File: config.mk
export PLATFORM = sky130hd
export DESIGN_NAME = inst_fetch_unit
export DESIGN_NICKNAME = d
export VERILOG_FILES = /design/src/rtl/inst_fetch_unit.sv
export SDC_FILE = /design/constraint.sdc
export NUM_CORES = 1
export LEC_CHECK = 0
export ABC_CLOCK_PERIOD_IN_PS = 4400
export BUFFER_PORTS_ARGS = -buffer_cell sky130_fd_sc_hd__buf_2
export CAP_MARGIN = 10
export CORE_UTILIZATION = 50
export CTS_CLUSTER_SIZE = 28
export DETAILED_ROUTE_END_ITERATION = 8
export HOLD_SLACK_MARGIN = 0.15
export PLACE_DENSITY = 0.82
export SLEW_MARGIN = 30
export SYNTH_ARGS = -nofsm -noshare
export SYNTH_HDL_FRONTEND = slang
export SYNTH_SLANG_ARGS = --single-unit
File: constraint.sdc
create_clock -name clk -period 4.4 [get_ports clk]
set_input_delay 0.88 -clock clk [delete_from_list [all_inputs] [get_ports clk]]
set_output_delay 0.88 -clock clk [all_outputs]
set_load 0.05 [all_outputs]
File: src/rtl/inst_fetch_unit.sv
// ---------------------------------------------------------------------------
// inst_fetch_unit
//   Instruction-fetch front end for the MIPS-subset core. It holds the PC and
//   fetches one word per instruction over a req/ack handshake. The word is
//   latched into the IR, and the IR's decoded fields are presented to the
//   decoder. When the core consumes the instruction, the unit computes the
//   next PC from the decoder's branch and the ALU zero flag.
//
// Handshakes:
//   imem side : imem_req stays high with a stable imem_addr until imem_ack.
//               imem_rdata is captured in the cycle where imem_ack=1. An ack
//               that arrives while no request is pending is ignored.
//   core side : inst_valid stays high with stable fields until inst_ready.
//               A transfer happens on a rising edge with
//               inst_valid & inst_ready. branch/zero are sampled only on that
//               edge. inst_ready without inst_valid is ignored.
//
// Configuration macro:
//   INST_FETCH_JUMP_EN - when defined, a j instruction (op=000010) in the IR
//                        redirects the PC to {pc_plus4[31:28], target, 2'b00}.
//                        This takes priority over branch.
//
// Ports:
//   clk, rst_n              clock (rising edge); async active-low reset
//   imem_req, imem_addr     fetch request and word-aligned address
//   imem_ack, imem_rdata    memory response
//   inst_valid, inst_ready  IR-holds-instruction / core-consumes handshake
//   branch, zero            next-PC control for the current instruction
//   op, rs, rt, rd,
//   func, imm               decoded IR fields
//   pc_out, pc_plus4        address of the IR instruction and that address + 4
//   dbg_state               current FSM state (0=FETCH, 1=VALID)
// ---------------------------------------------------------------------------
module inst_fetch_unit #(
    parameter int          ADDR_W   = 32,
    parameter logic [31:0] RESET_PC = 32'h0000_0000
) (
    input  logic              clk,
    input  logic              rst_n,
    output logic              imem_req,
    output logic [ADDR_W-1:0] imem_addr,
    input  logic              imem_ack,
    input  logic [31:0]       imem_rdata,
    output logic              inst_valid,
    input  logic              inst_ready,
    input  logic              branch,
    input  logic              zero,
    output logic [5:0]        op,
    output logic [4:0]        rs,
    output logic [4:0]        rt,
    output logic [4:0]        rd,
    output logic [5:0]        func,
    output logic [15:0]       imm,
    output logic [ADDR_W-1:0] pc_out,
    output logic [ADDR_W-1:0] pc_plus4,
    output logic              dbg_state
);

    typedef enum logic {
        S_FETCH = 1'b0,
        S_VALID = 1'b1
    } state_t;

`ifdef INST_FETCH_JUMP_EN
    localparam logic [5:0] OP_J = 6'b000010;
`endif

    state_t            state;
    logic [ADDR_W-1:0] pc;       // address being fetched / to fetch next
    logic [ADDR_W-1:0] ir_pc;    // address of the instruction held in the IR
    logic [31:0]       ir;
    logic              req_q;
    logic              valid_q;
    logic [ADDR_W-1:0] branch_off;
    logic [ADDR_W-1:0] next_pc;

    // ir_pc is a separate register so that pc_out keeps describing the IR
    // contents during FETCH. During that state, pc has already moved on.
    assign pc_plus4   = ir_pc + ADDR_W'(4);
    assign branch_off = {{14{ir[15]}}, ir[15:0], 2'b00};

    always_comb begin
        if (branch && zero) begin
            next_pc = pc_plus4 + branch_off;
        end else begin
            next_pc = pc_plus4;
        end
`ifdef INST_FETCH_JUMP_EN
        if (ir[31:26] == OP_J) begin
            next_pc = {pc_plus4[31:28], ir[25:0], 2'b00};
        end
`endif
    end

    always_ff @(posedge clk or negedge rst_n) begin
        if (!rst_n) begin
            state   <= S_FETCH;
            pc      <= RESET_PC;
            ir_pc   <= RESET_PC;
            ir      <= 32'h0;
            req_q   <= 1'b1;
            valid_q <= 1'b0;
        end else begin
            case (state)
                S_FETCH: begin
                    if (imem_ack) begin
                        ir      <= imem_rdata;
                        ir_pc   <= pc;
                        req_q   <= 1'b0;
                        valid_q <= 1'b1;
                        state   <= S_VALID;
                    end
                end
                S_VALID: begin
                    // An ack that arrives here has no request behind it,
                    // so it is ignored.
                    if (inst_ready) begin
                        pc      <= next_pc;
                        req_q   <= 1'b1;
                        valid_q <= 1'b0;
                        state   <= S_FETCH;
                    end
                end
                default: begin
                    state   <= S_FETCH;
                    req_q   <= 1'b1;
                    valid_q <= 1'b0;
                end
            endcase
        end
    end

    assign imem_req   = req_q;
    assign imem_addr  = pc;
    assign inst_valid = valid_q;
    assign op         = ir[31:26];
    assign rs         = ir[25:21];
    assign rt         = ir[20:16];
    assign rd         = ir[15:11];
    assign func       = ir[5:0];
    assign imm        = ir[15:0];
    assign pc_out     = ir_pc;
    assign dbg_state  = state;

endmodule

==> flow_results.org, run 1 <==
** Clocking
- H-Tree Depth :: 3
- Hold-fix buffers at CTS :: 0
- Once the clock tree was built, the resizer swapped 0 gates to a different size.
- Buffers from clock root to sink, at most :: 2
- Clock edge transition at the registers on the reported setup and hold paths :: 70 ps
- The number of clock buffers added by TritonCTS is 9.
- The tree is rooted in a sky130_fd_sc_hd__clkbuf_16.
- TritonCTS built the clock tree.
- At the later pin of the worst-skew pair, clock insertion delay measures 360 ps.
- The clock drives 99 sinks.
- Count of buffers added by post-CTS timing repair for setup :: 0

** Floorplan
- For this configuration, the core starts out at a cell density of 0.517.
- Floorplan row count :: 40
- Width of the die :: 114 um
- Core Footprint :: 12200 sq um
- Pin placement for this block handled 180 I/O pins.
- The floorplan step defined a die boundary enclosing 13000 sq um.
- In this run the vertical extent of the chip is 114 um.

** Timing
- Measured against its own limit, the worst slew margin works out to 0.385.
- Setup repair after global routing missed its margin :: false
- Number of setup violations in the final report :: 0
- Share of the cycle needed by the critical path after routing :: 0.898
- Worst Clk Skew :: 9.57 ps
- Timing would allow up to 253 MHz.
- Shortest period the worst path allows :: 3950 ps
- At the pin with the least slew margin, the transition time is 922 ps.
- Hold Slack :: 399 ps
- For the final routed database, the setup TNS stands at 0 ps.
- The number of hold-slack violations in the final timing report came to 0.
- Number of max-slew violations in the final report :: 0

** Logic synthesis
- The synthesized netlist occupies a cell area of 6290 sq um.
- In this run, distinct cell masters in the synthesized netlist total 60.
- Fraction of the yosys area taken by sequential cells :: 0.394
- Yosys warning count :: 0
- When the netlist entered floorplanning its net count stood at 732.
- Number of flops mapped to enable cells by yosys :: 0
- Count of mapped cells out of synthesis :: 657
- Average instance area after synthesis :: 9.58 sq um
- In this run, synthesis produced a sequential element count of 99.
- After synthesis, the share of flip-flops with an asynchronous set or reset is 1.00.
- Leading register cell type out of synthesis :: sky130_fd_sc_hd__dfrtp_1

** Setup path
- The critical path is of the reg -> reg type.
- Endpoint class of the critical path :: register
- Counting both buffers and inverters, the worst setup path holds a total of 1.
- R2r worst-path depth :: 15
- CP cell instances :: nand4_1 > nor4_2 > buf_4 > nand4_1 > nor2_1 > xor2_2 > ha_1 > a21oi_1 > a21oi_1 > nand2_1 > a31oi_1 > o211ai_2 > nor3b_1 > or4b_1 > nand3_1
- CP max-delay cell :: sky130_fd_sc_hd__or4b_1
- Largest fanout on the critical path :: 9
- Required time of the worst setup path :: 4690 ps
- Family of cells with the greatest summed delay on the critical path :: simple AND/OR/NAND/NOR gates
- Capture point of the worst reg-to-reg path :: imem_addr[31]$_DFFE_PN0P_
- Reg2Reg Setup Slack :: 450 ps
- Data on the critical path arrives at its endpoint at 4250 ps.
- Worst flop-to-flop path startpoint :: pc_out[12]$_DFFE_PN0P_
- Critical path launch point type :: register
- Worst path max stage delay :: 530 ps

** GRT
- In the global route stage, overall resource usage came out at 0.267.
- The initial antenna violation count is 0.
- Gr ovfl total :: 0
- Pin count of the biggest net entering global routing :: 42
- The first global-routing pass estimated 27100 um of wire.
- Vias in the first global route :: 5292

** Flow run
- Number of maximum-capacitance violations :: 0

** Finish
- The net count of the finished layout is 888.
- In the final layout, the multi-input gates occupy 3620 sq um.
- Number of fill cells :: 1075
- Final std cell area, no fill :: 7580 sq um
- Relative to the synthesized area, the layout overhead comes to 20.5%.
- Registers take 2480 sq um.
- Of the cells placed in the final design, the portion with a size suffix greater than 1 is 0.355.
- # diodes :: 0
- Final cell count without fillers :: 986

** Placed design
- HPWL Detailed :: 12500 um
- Including well taps, the total number of placed cells is 970.
- Routability-driven placement finished with a final weighted congestion of 0.880.
- The count of buffers added on input and output ports is 179.
- Once placement finished, the instance area stood at 7310 sq um.

** Route
- The final route contains 5547 vias.
- Post-detailed-routing wire length :: 16800 um
- Drt first-iter violations :: 368
- The first detailed-routing pass ran for 5 iterations.
- Average wire per standard cell :: 17.0 um
- Using the TritonRoute via totals, the vias-per-cell ratio works out to 5.63.
- Number of design rule violations left after detail routing :: 0
- Number of nets still failing antenna checks after routing :: 0

** Hold path
- The worst hold path belongs to the class in -> async.

** Run status
- The run finished with clean final reports.
## per-layer routing
metal,GRT usage,vias up,part of all wire
met3,0.0461,29,0.064
met2,0.419,219,0.46
li1,-,2647,-
met1,0.371,2652,0.46
met5,0,-,0
met4,0.0987,0,0.020
## cell families after synthesis
group / synth area share
DFF: 0.394
AOI/OAI and AO/OA: 0.153
adders and majority gates: 0.0748
and+or+nand+nor: 0.151
xor gates and xnor gates: 0.0668
buffers and inverters: 0.0485
muxes: 0.112
## cells in the mapped netlist, drive strengths merged (4+ instances only)
master | count | area (sq um)
a21o | 11 | 82.6
clkbuf | 22 | 114
o21bai | 6 | 45.0
nor2 | 51 | 191
o21ai | 34 | 170
mux2 | 61 | 687
inv | 12 | 45.0
buf | 21 | 146
o211ai | 7 | 57.6
a31oi | 11 | 68.8
nand4 | 13 | 81.3
and3 | 11 | 68.8
ha | 36 | 450
and4 | 4 | 35.0
nand3 | 18 | 95.1
a211oi | 4 | 30.0
nand2 | 74 | 280
xnor2 | 32 | 280
a21oi | 57 | 285
a22oi | 6 | 45.0
xor2 | 16 | 140
and2 | 6 | 40.0
or3 | 4 | 25.0
nor3 | 6 | 30.0
dfrtp | 98 | 2450
## final cells by class
cell class | instances | share of cell area
multi-input cells | 503 | 0.477
flip-flops and latches | 99 | 0.327
repair buffers | 188 | 0.127
clock buffers | 11 | 0.0307
well taps | 168 | 0.0277
inverters | 12 | 0.00594
clock inverters | 5 | 0.00478
## worst register-to-register path, stage by stage (launching register included)
cell	delay [ps]
sky130_fd_sc_hd__dfrtp_1	510
sky130_fd_sc_hd__nand4_1	180
sky130_fd_sc_hd__nor4_2	300
sky130_fd_sc_hd__buf_4	210
sky130_fd_sc_hd__nand4_1	300
sky130_fd_sc_hd__nor2_1	290
sky130_fd_sc_hd__xor2_2	120
sky130_fd_sc_hd__ha_1	460
sky130_fd_sc_hd__a21oi_1	110
sky130_fd_sc_hd__a21oi_1	200
sky130_fd_sc_hd__nand2_1	100
sky130_fd_sc_hd__a31oi_1	210
sky130_fd_sc_hd__o211ai_2	120
sky130_fd_sc_hd__nor3b_1	160
sky130_fd_sc_hd__or4b_1	530
sky130_fd_sc_hd__nand3_1	90
## state kept, by name, indices dropped and copies added, names as in the netlist
| name | count |
|---|---|
| dbg_state | 1 |
| imem_addr | 32 |
| imem_req | 1 |
| inst_valid | 1 |
| ir | 32 |
| pc_out | 32 |
## metrics by stage
step / setup slack [ps] / utilization
3_3_place_gp: 443 / 0.601
3_5_place_dp: 463 / 0.601
2_1_floorplan: 35.2 / -
6_report: 448 / 0.624
4_1_cts: 460 / 0.624
5_1_grt: 182 / 0.624
## worst max path at each step
stage,from,end,slack [ps],cells past startpoint
after floorplan,pc_out[12]$_DFFE_PN0P_,imem_addr[31]$_DFFE_PN0P_,40,14
after detailed placement,pc_out[12]$_DFFE_PN0P_,imem_addr[31]$_DFFE_PN0P_,460,15
after global routing,pc_out[12]$_DFFE_PN0P_,imem_addr[31]$_DFFE_PN0P_,180,15
final,pc_out[12]$_DFFE_PN0P_,imem_addr[31]$_DFFE_PN0P_,450,15
after global placement,pc_out[12]$_DFFE_PN0P_,imem_addr[31]$_DFFE_PN0P_,440,15
after CTS,pc_out[12]$_DFFE_PN0P_,imem_addr[31]$_DFFE_PN0P_,460,15
## cells in the final DEF (no fill, tap or decap), types with 6 or more instances in the layout
master / n
sky130_fd_sc_hd__clkbuf_16: 9
sky130_fd_sc_hd__xnor2_2: 9
sky130_fd_sc_hd__xnor2_1: 23
sky130_fd_sc_hd__buf_2: 178
sky130_fd_sc_hd__o21ai_0: 34
sky130_fd_sc_hd__nand4_1: 13
sky130_fd_sc_hd__nand3_1: 17
sky130_fd_sc_hd__a21o_1: 11
sky130_fd_sc_hd__xor2_1: 12
sky130_fd_sc_hd__o21bai_1: 6
sky130_fd_sc_hd__a31oi_1: 11
sky130_fd_sc_hd__nor3_1: 6
sky130_fd_sc_hd__buf_4: 10
sky130_fd_sc_hd__o211ai_1: 6
sky130_fd_sc_hd__a21oi_1: 57
sky130_fd_sc_hd__dfrtp_1: 98
sky130_fd_sc_hd__mux2_2: 61
sky130_fd_sc_hd__and3_1: 11
sky130_fd_sc_hd__ha_1: 36
sky130_fd_sc_hd__a22oi_1: 6
sky130_fd_sc_hd__inv_1: 12
sky130_fd_sc_hd__nand2_1: 73
sky130_fd_sc_hd__nor2_1: 51
Power of run 1 is not shown: default switching activity piles up to over one toggle a cycle in this logic, so the estimate is an artifact.
==> run 2: changes to the inputs <==
--- a/config.mk
+++ b/config.mk
@@ -6,12 +6,13 @@
 export NUM_CORES = 1
 export LEC_CHECK = 0
-export ABC_CLOCK_PERIOD_IN_PS = 4400
+export ABC_CLOCK_PERIOD_IN_PS = 3200
 export BUFFER_PORTS_ARGS = -buffer_cell sky130_fd_sc_hd__buf_2
 export CAP_MARGIN = 10
-export CORE_UTILIZATION = 50
+export CORE_MARGIN = 5
+export CORE_UTILIZATION = 48
 export CTS_CLUSTER_SIZE = 28
 export DETAILED_ROUTE_END_ITERATION = 8
 export HOLD_SLACK_MARGIN = 0.15
-export PLACE_DENSITY = 0.82
+export PLACE_DENSITY = 0.83
 export SLEW_MARGIN = 30
 export SYNTH_ARGS = -nofsm -noshare
==> constraint.sdc (replaced) <==
create_clock -name clk -period 3.2 [get_ports clk]
set_input_delay 0.32 -clock clk [delete_from_list [all_inputs] [get_ports clk]]
set_output_delay 0.32 -clock clk [all_outputs]
set_load 0.05 [all_outputs]
==> flow_results.org, run 2 (synthesis results as in run 1) <==
** Run status
- Outcome :: complete, but fails checks (was finished, final reports clean)
- Failing checks :: setup timing

** Route
- Via density per instance :: 5.82 (was 5.63)
- The number of design rule violations left after detail routing is 0 (unchanged).
- Drt first-iter violations :: 612 (was 368)
- Average wire per standard cell :: 20.6 um (was 17.0 um)
- Number of nets still failing antenna checks after routing :: 0 (unchanged)
- 1st-pass router iterations :: 6 (was 5)
- The via count of the routed design was 6685 (was 5547).
- The detailed-route wire length was 23600 um (was 16800 um).

** Placed design
- HPWL Detailed :: 15100 um (was 12500 um)
- The routability congestion estimate from global placement is 0.958 (was 0.880).
- Input/output buffers :: 179 (unchanged)

** Clocking
- The clock insertion delay at the later pin of the skew report came to 370 ps (was 360 ps).
- # clock sinks :: 99 (unchanged)
- H-Tree Depth :: 3 (unchanged)
- The CTS clock-pin slew for the worst setup and hold paths is 70 ps (about the same).
- The root buffer cell is sky130_fd_sc_hd__clkbuf_16 (unchanged).
- Clock tree from TritonCTS :: built (unchanged)
- Buffers from clock root to sink, at most :: 2 (unchanged)
- The total CTS buffers came to 9 (unchanged).

** Floorplan
- Core Footprint :: 12700 sq um (was 12200 sq um)
- The x dimension of the die was 125 um (was 114 um).
- The count of boundary I/O pins was 180 (unchanged).
- Die height :: 125 um (was 114 um)
- The starting density of the core was 0.495 (was 0.517).
- Area of the die :: 15500 sq um (was 13000 sq um)
- The placement row count is 41 (was 40).

** Timing
- The final-report setup violation count was 16 (was 0).
- The final worst-path setup slack is -337 ps (was 448 ps).
- The period utilization was 1.11 (was 0.898).
- The minimum period implied by the final worst setup slack was 3540 ps (was 3950 ps).
- Final count of hold timing violations :: 0 (unchanged)
- Fmax :: 283 MHz (was 253 MHz)
- Worst Clk Skew :: 9.00 ps (was 9.57 ps)
- Setup repair after global routing missed its margin: true (was false).
- The count of final max-slew check failures came to 0 (unchanged).
- The worst-margin pin slew was 936 ps (was 922 ps).
- The relative max-transition margin was 0.374 (was 0.385).

** GRT
- The via count of the first global-routing pass is 6287 (was 5292).
- The aggregate global-route resource usage came to 0.255 (was 0.267).
- Pin count of the biggest net entering global routing :: 59 (was 42)
- Grt met2 use :: 0.419 (about the same)
- The total grt overflow was 0 (unchanged).
- GRT met3 Usage :: 0.0596 (was 0.0461)
- The global-route track usage on met1 came to 0.331 (was 0.371).
- The first-pass GRT wire length was 32300 um (was 27100 um).
- Layer with the highest usage after global routing :: met2 (unchanged)
- Antenna violations before repair :: 0 (unchanged)

** Setup path
- The startpoint-to-endpoint class of the critical path is reg -> reg (unchanged).
- The critical path startpoint category is a register (unchanged).
- The highest fanout seen on the critical path is 5 (was 9).
- Endpoint class of the critical path :: register (unchanged)
- Required time of the worst setup path :: 3500 ps (was 4690 ps)
- The critical path data arrival time came to 3840 ps (was 4250 ps).
- Reg2Reg Setup Slack :: -340 ps (was 450 ps)

** Finish
- Area of the multi-input gates :: 4620 sq um (was 3620 sq um)
- Nets@finish :: 1046 (was 888)
- Highest-count cells in the layout ignoring fill and taps :: sky130_fd_sc_hd__buf_2 (178), sky130_fd_sc_hd__buf_4 (147), sky130_fd_sc_hd__dfrtp_1 (79) (was sky130_fd_sc_hd__buf_2 (178), sky130_fd_sc_hd__dfrtp_1 (98), sky130_fd_sc_hd__nand2_1 (73))
- # diodes :: 0 (unchanged)
- Number of fill cells :: 767 (was 1075)
- Sequential cell area :: 2510 sq um (was 2480 sq um)
- The fraction of layout cells with a size suffix above 1 was 0.590 (was 0.355).
- Area added between synthesis and finish :: 57.8% (was 20.5%)
- Commonest non-fill, non-tap cell in the layout :: sky130_fd_sc_hd__buf_2 (unchanged)
- The share of the core filled with cells in the final layout came to 0.780 (was 0.624).

** Flow run
- The max-capacitance violation count was 0 (unchanged).

** Hold path
- The kind of path behind the tightest hold check is in -> reg (was in -> async).
[run 2: cell count changes in the layout (fill, tap and decap cells not counted), sizes merged]
cell,before,now
buf,188,345
clkinvlp,0,2
clkbuf,11,10
dlygate4sd3,0,1
clkinv,3,2
[run 2: path summary, 6_finish.rpt]
check,from,end,depth (start not counted)
max,pc_out[2]$_DFFE_PN0P_,imem_addr[31]$_DFFE_PN0P_,16
min,imem_rdata[16],ir[16]$_DFFE_PN0P_,2
max reg2reg,pc_out[2]$_DFFE_PN0P_,imem_addr[31]$_DFFE_PN0P_,16
min reg2reg,ir[30]$_DFFE_PN0P_,ir[30]$_DFFE_PN0P_,1
max in group asynchronous,rst_n,ir[0]$_DFFE_PN0P_,3
min in group asynchronous,rst_n,pc_out[12]$_DFFE_PN0P_,2
[run 2: worst max-delay path, stage by stage (launching register included)]
cell and delay [ps]:
sky130_fd_sc_hd__dfrtp_2 400, sky130_fd_sc_hd__ha_4 160, sky130_fd_sc_hd__nand3_4 90, sky130_fd_sc_hd__or3_4 450, sky130_fd_sc_hd__buf_6 150, sky130_fd_sc_hd__nor2_4 130
sky130_fd_sc_hd__xor2_4 200, sky130_fd_sc_hd__ha_4 250, sky130_fd_sc_hd__a21o_1 210, sky130_fd_sc_hd__a21oi_2 130, sky130_fd_sc_hd__a41o_2 140, sky130_fd_sc_hd__a41oi_4 50
sky130_fd_sc_hd__buf_12 170, sky130_fd_sc_hd__o211ai_2 170, sky130_fd_sc_hd__a21boi_0 160, sky130_fd_sc_hd__or4b_1 530, sky130_fd_sc_hd__nand3_1 80
[run 2: cell type report]
cell class | instances | area share
Timing Repair Buffer | 346 | 0.226
Inverter | 12 | 0.00454
Multi-Input combinational cell | 503 | 0.466
Clock buffer | 10 | 0.0241
Sequential cell | 99 | 0.253
Clock inverter | 6 | 0.00491
Tap cell | 172 | 0.0217
[run 2: layer usage]
layer  up-vias  part of all wire
met2       353              0.49
met3        87             0.075
met4         0             0.042
met5         -                 0
li1       2972                 -
met1      3273              0.40
[run 2: through the flow]
step	std cells	hold slack (ps)	setup WS, ps	instance area [sq um]	TNS (ps)
6_report	1148	181	-337	9930	-1900
3_5_place_dp	1100	435	-253	8700	-1160
2_1_floorplan	657	24.4	-641	6830	-5350
4_1_cts	1127	178	-120	9290	-469
5_1_grt	1148	182	-452	9930	-3990
3_3_place_gp	1100	424	-171	8700	-535
[run 2: what timing repair did]
action / 4_1_cts / 5_1_grt
hold endpoints to repair: 55 / 0
setup endpoints to repair: 15 / 19
gates resized for setup: 35 / 101
hold buffers: 1 / 0
pin swaps: 26 / 42
buffers inserted: 10 / 22
Power of run 2 is left out for the same reason.
==> run 3: changes to the inputs <==
Settings changed: CORE_MARGIN 5 to 2.
==> flow_results.org, run 3 (synthesis results as in run 1) <==
** Run status
- Outcome: complete, but fails checks (unchanged).
- Failing checks :: setup timing (unchanged)

** Timing
- Final worst slack :: -238 ps (was -337 ps)
- Relative max-transition margin :: 0.453 (was 0.374)
- Share of the cycle needed by the critical path after routing :: 1.07 (was 1.11)
- Number of setup violations in the final report :: 16 (unchanged)
- Worst Clk Skew :: 8.26 ps (was 9.00 ps)
- Setup repair after global routing missed its margin: true (unchanged).
- Shortest period the worst path allows :: 3440 ps (was 3540 ps)
- Measured slew at the worst slew-check pin :: 821 ps (was 936 ps)
- The number of hold-slack violations in the final timing report was 0 (unchanged).
- Fmax :: 291 MHz (was 283 MHz)
- Final setup TNS :: -1760 ps (was -1900 ps)
- Number of max-slew violations in the final report :: 0 (unchanged)

** Route
- Number of nets still failing antenna checks after routing :: 0 (unchanged)
- The count of TritonRoute iterations in the first routing pass is 5 (was 6).
- Via density per instance :: 5.87 (was 5.82)
- The detailed-route wire length came to 22800 um (was 23600 um).
- Vias after detailed routing :: 6747 (was 6685)
- The number of design rule violations left after detail routing was 0 (unchanged).
- The detailed router's first-iteration violation count is 601 (was 612).
- Average wire per standard cell :: 19.8 um (was 20.6 um)

** Floorplan
- Total I/O pin count :: 180 (unchanged)
- Core Footprint :: 12700 sq um (unchanged)
- The x dimension of the die is 119 um (was 125 um).
- The starting density of the core was 0.495 (unchanged).
- Die height :: 119 um (was 125 um)
- Floorplan row count :: 41 (unchanged)
- Area of the die :: 14000 sq um (was 15500 sq um)

** Hold path
- The endpoint of the worst hold path is ir[4]$_DFFE_PN0P_ (was ir[16]$_DFFE_PN0P_).
- Hold Crit Class :: in -> reg (unchanged)
- Hold-critical path depth :: 2 (unchanged)
- Launch instance of the worst min-delay path :: imem_rdata[4] (was imem_rdata[16])

** GRT
- The aggregate global-route resource usage is 0.289 (was 0.255).
- The maximum number of pins on one net before global-route repair was 71 (was 59).
- The via count of the first global-routing pass is 6333 (was 6287).
- The total grt overflow came to 0 (unchanged).
- Wire length of the first global-routing pass :: 32100 um (was 32300 um)
- The initial antenna violation count came to 0 (unchanged).

** Finish
- Highest-count cells in the layout ignoring fill and taps :: sky130_fd_sc_hd__buf_2 (178), sky130_fd_sc_hd__buf_4 (162), sky130_fd_sc_hd__dfrtp_1 (78) (was sky130_fd_sc_hd__buf_2 (178), sky130_fd_sc_hd__buf_4 (147), sky130_fd_sc_hd__dfrtp_1 (79))
- The total of fill cells in the finished design came to 809 (was 767).
- The area occupied by registers was 2510 sq um (about the same).
- The area added between synthesis and finish is 57.1% (was 57.8%).
- The area occupied by multi-input gates came to 4600 sq um (was 4620 sq um).
- Core Util, Final :: 0.777 (was 0.780)
- The fraction of layout cells with a size suffix above 1 was 0.589 (was 0.590).
- # diodes :: 0 (unchanged)
- Final cell count without fillers :: 1150 (was 1148)
- Nets@finish :: 1048 (was 1046)
- Commonest non-fill, non-tap cell in the layout :: sky130_fd_sc_hd__buf_2 (unchanged)

** Clocking
- The sink count of the clock tree is 99 (unchanged).
- The root buffer cell is sky130_fd_sc_hd__clkbuf_16 (unchanged).
- Clock tree from TritonCTS :: built (unchanged)
- Buffers from clock root to sink, at most :: 2 (unchanged)
- Clock edge transition at the registers on the reported setup and hold paths :: 70 ps (about the same)
- Clock insertion delay at the later pin of the skew report :: 360 ps (was 370 ps)
- TritonCTS buffer count :: 9 (unchanged)
- H-Tree Depth :: 3 (unchanged)

** Setup path
- The critical path startpoint category is a register (unchanged).
- Crit-path most repeated cell :: sky130_fd_sc_hd__nand4_1 (was sky130_fd_sc_hd__ha_4)
- CP max-delay cell :: sky130_fd_sc_hd__or4b_1 (unchanged)
- The type of element capturing the critical path was a register (unchanged).
- Required time of the worst setup path :: 3500 ps (about the same)
- Worst flop-to-flop path startpoint :: pc_out[10]$_DFFE_PN0P_ (was pc_out[2]$_DFFE_PN0P_)
- Critical path class :: reg -> reg (unchanged)
- CP cell instances: nand4_1 > nor4_4 > buf_4 > nand4_1 > xnor2_4 > ha_4 > a211oi_2 > o211ai_1 > nand2_1 > a31oi_1 > o211ai_2 > nor3b_4 > or4b_1 > nand3_1 (was ha_4 > nand3_4 > or3_4 > buf_6 > nor2_4 > xor2_4 > ha_4 > a21o_1 > a21oi_2 > a41o_2 > a41oi_4 > buf_12 > o211ai_2 > a21boi_0 > or4b_1 > nand3_1).
- Largest fanout on the critical path :: 4 (was 5)
- Reg2Reg Setup Slack :: -240 ps (was -340 ps)
- The critical path data arrival time came to 3740 ps (was 3840 ps).
- The worst reg2reg path endpoint was imem_addr[31]$_DFFE_PN0P_ (unchanged).
- R2r worst-path depth :: 14 (was 16)
- The largest stage delay on the critical path came to 460 ps (was 530 ps).

** Placed design
- The detailed-placement wirelength estimate was 14500 um (was 15100 um).
- The routability congestion estimate from global placement was 0.942 (was 0.958).
- The worst setup timing slack at the placement stage was -246 ps (was -253 ps).
- Total instance count after detailed placement :: 1111 (was 1100)
- The count of buffers from port buffering was 179 (unchanged).

** Flow run
- The max-capacitance violation count is 0 (unchanged).
run 3: cell types whose count changed in the layout (fill, tap and decap cells not counted), moves of 3 or more:
cell and change:
sky130_fd_sc_hd__buf_4 +15, sky130_fd_sc_hd__ha_4 +3, sky130_fd_sc_hd__xnor2_2 +4, sky130_fd_sc_hd__buf_6 -12, sky130_fd_sc_hd__ha_1 -3
run 3: worst max path at each step:
stage / from / endpoint / slack [ps] / depth (start not counted)
after floorplan: pc_out[9]$_DFFE_PN0P_ / imem_addr[31]$_DFFE_PN0P_ / -640 / 15
after global placement: pc_out[5]$_DFFE_PN0P_ / imem_addr[25]$_DFFE_PN0P_ / -160 / 15
after detailed placement: pc_out[10]$_DFFE_PN0P_ / imem_addr[24]$_DFFE_PN0P_ / -250 / 17
after CTS: pc_out[14]$_DFFE_PN0P_ / imem_addr[31]$_DFFE_PN0P_ / -170 / 15
after global routing: pc_out[12]$_DFFE_PN0P_ / imem_addr[31]$_DFFE_PN0P_ / -380 / 14
final: pc_out[10]$_DFFE_PN0P_ / imem_addr[31]$_DFFE_PN0P_ / -240 / 14
run 3: area by class of cell:
cell class / count / area share
sequential: 99 / 0.254
clock buffer: 11 / 0.0235
tap: 172 / 0.0218
inverter: 12 / 0.00455
timing repair buffer: 348 / 0.223
clock inverter: 5 / 0.00860
multi-input combinational: 503 / 0.465
run 3: per-layer routing:
layer  up-vias  wire, um  GRT usage
met5         -         0          0
met4         0      1030      0.105
met3       105      1700     0.0565
met2       389     11200      0.491
met1      3279      8810      0.367
li1       2974         -          -
run 3: critical path, delay by kind of cell (launching register included):
family / cells / cell delay, ps
AOI/OAI and AO/OA: 4 / 630
xor gates and xnor gates: 1 / 230
adders and majority gates: 1 / 290
buffers and inverters: 1 / 220
DFF: 1 / 420
and+or+nand+nor: 7 / 1570
run 3: through the flow:
step / cell area [sq um] / hold slack (ps)
2_1_floorplan: 6830 / 24.4
6_report: 9890 / 187
5_1_grt: 9890 / 175
4_1_cts: 9430 / 179
3_3_place_gp: 8780 / 393
3_5_place_dp: 8780 / 402
run 3: what timing repair did:
action                                  in CTS  in global routing
endpoints found under the setup margin      15                 18
gates resized for setup                     56                 68
setup buffers                                7                 16
endpoints found under the hold margin       50                  0
hold buffers                                 1                  0
pin swaps                                   18                 42
Power of run 3 is left out for the same reason.
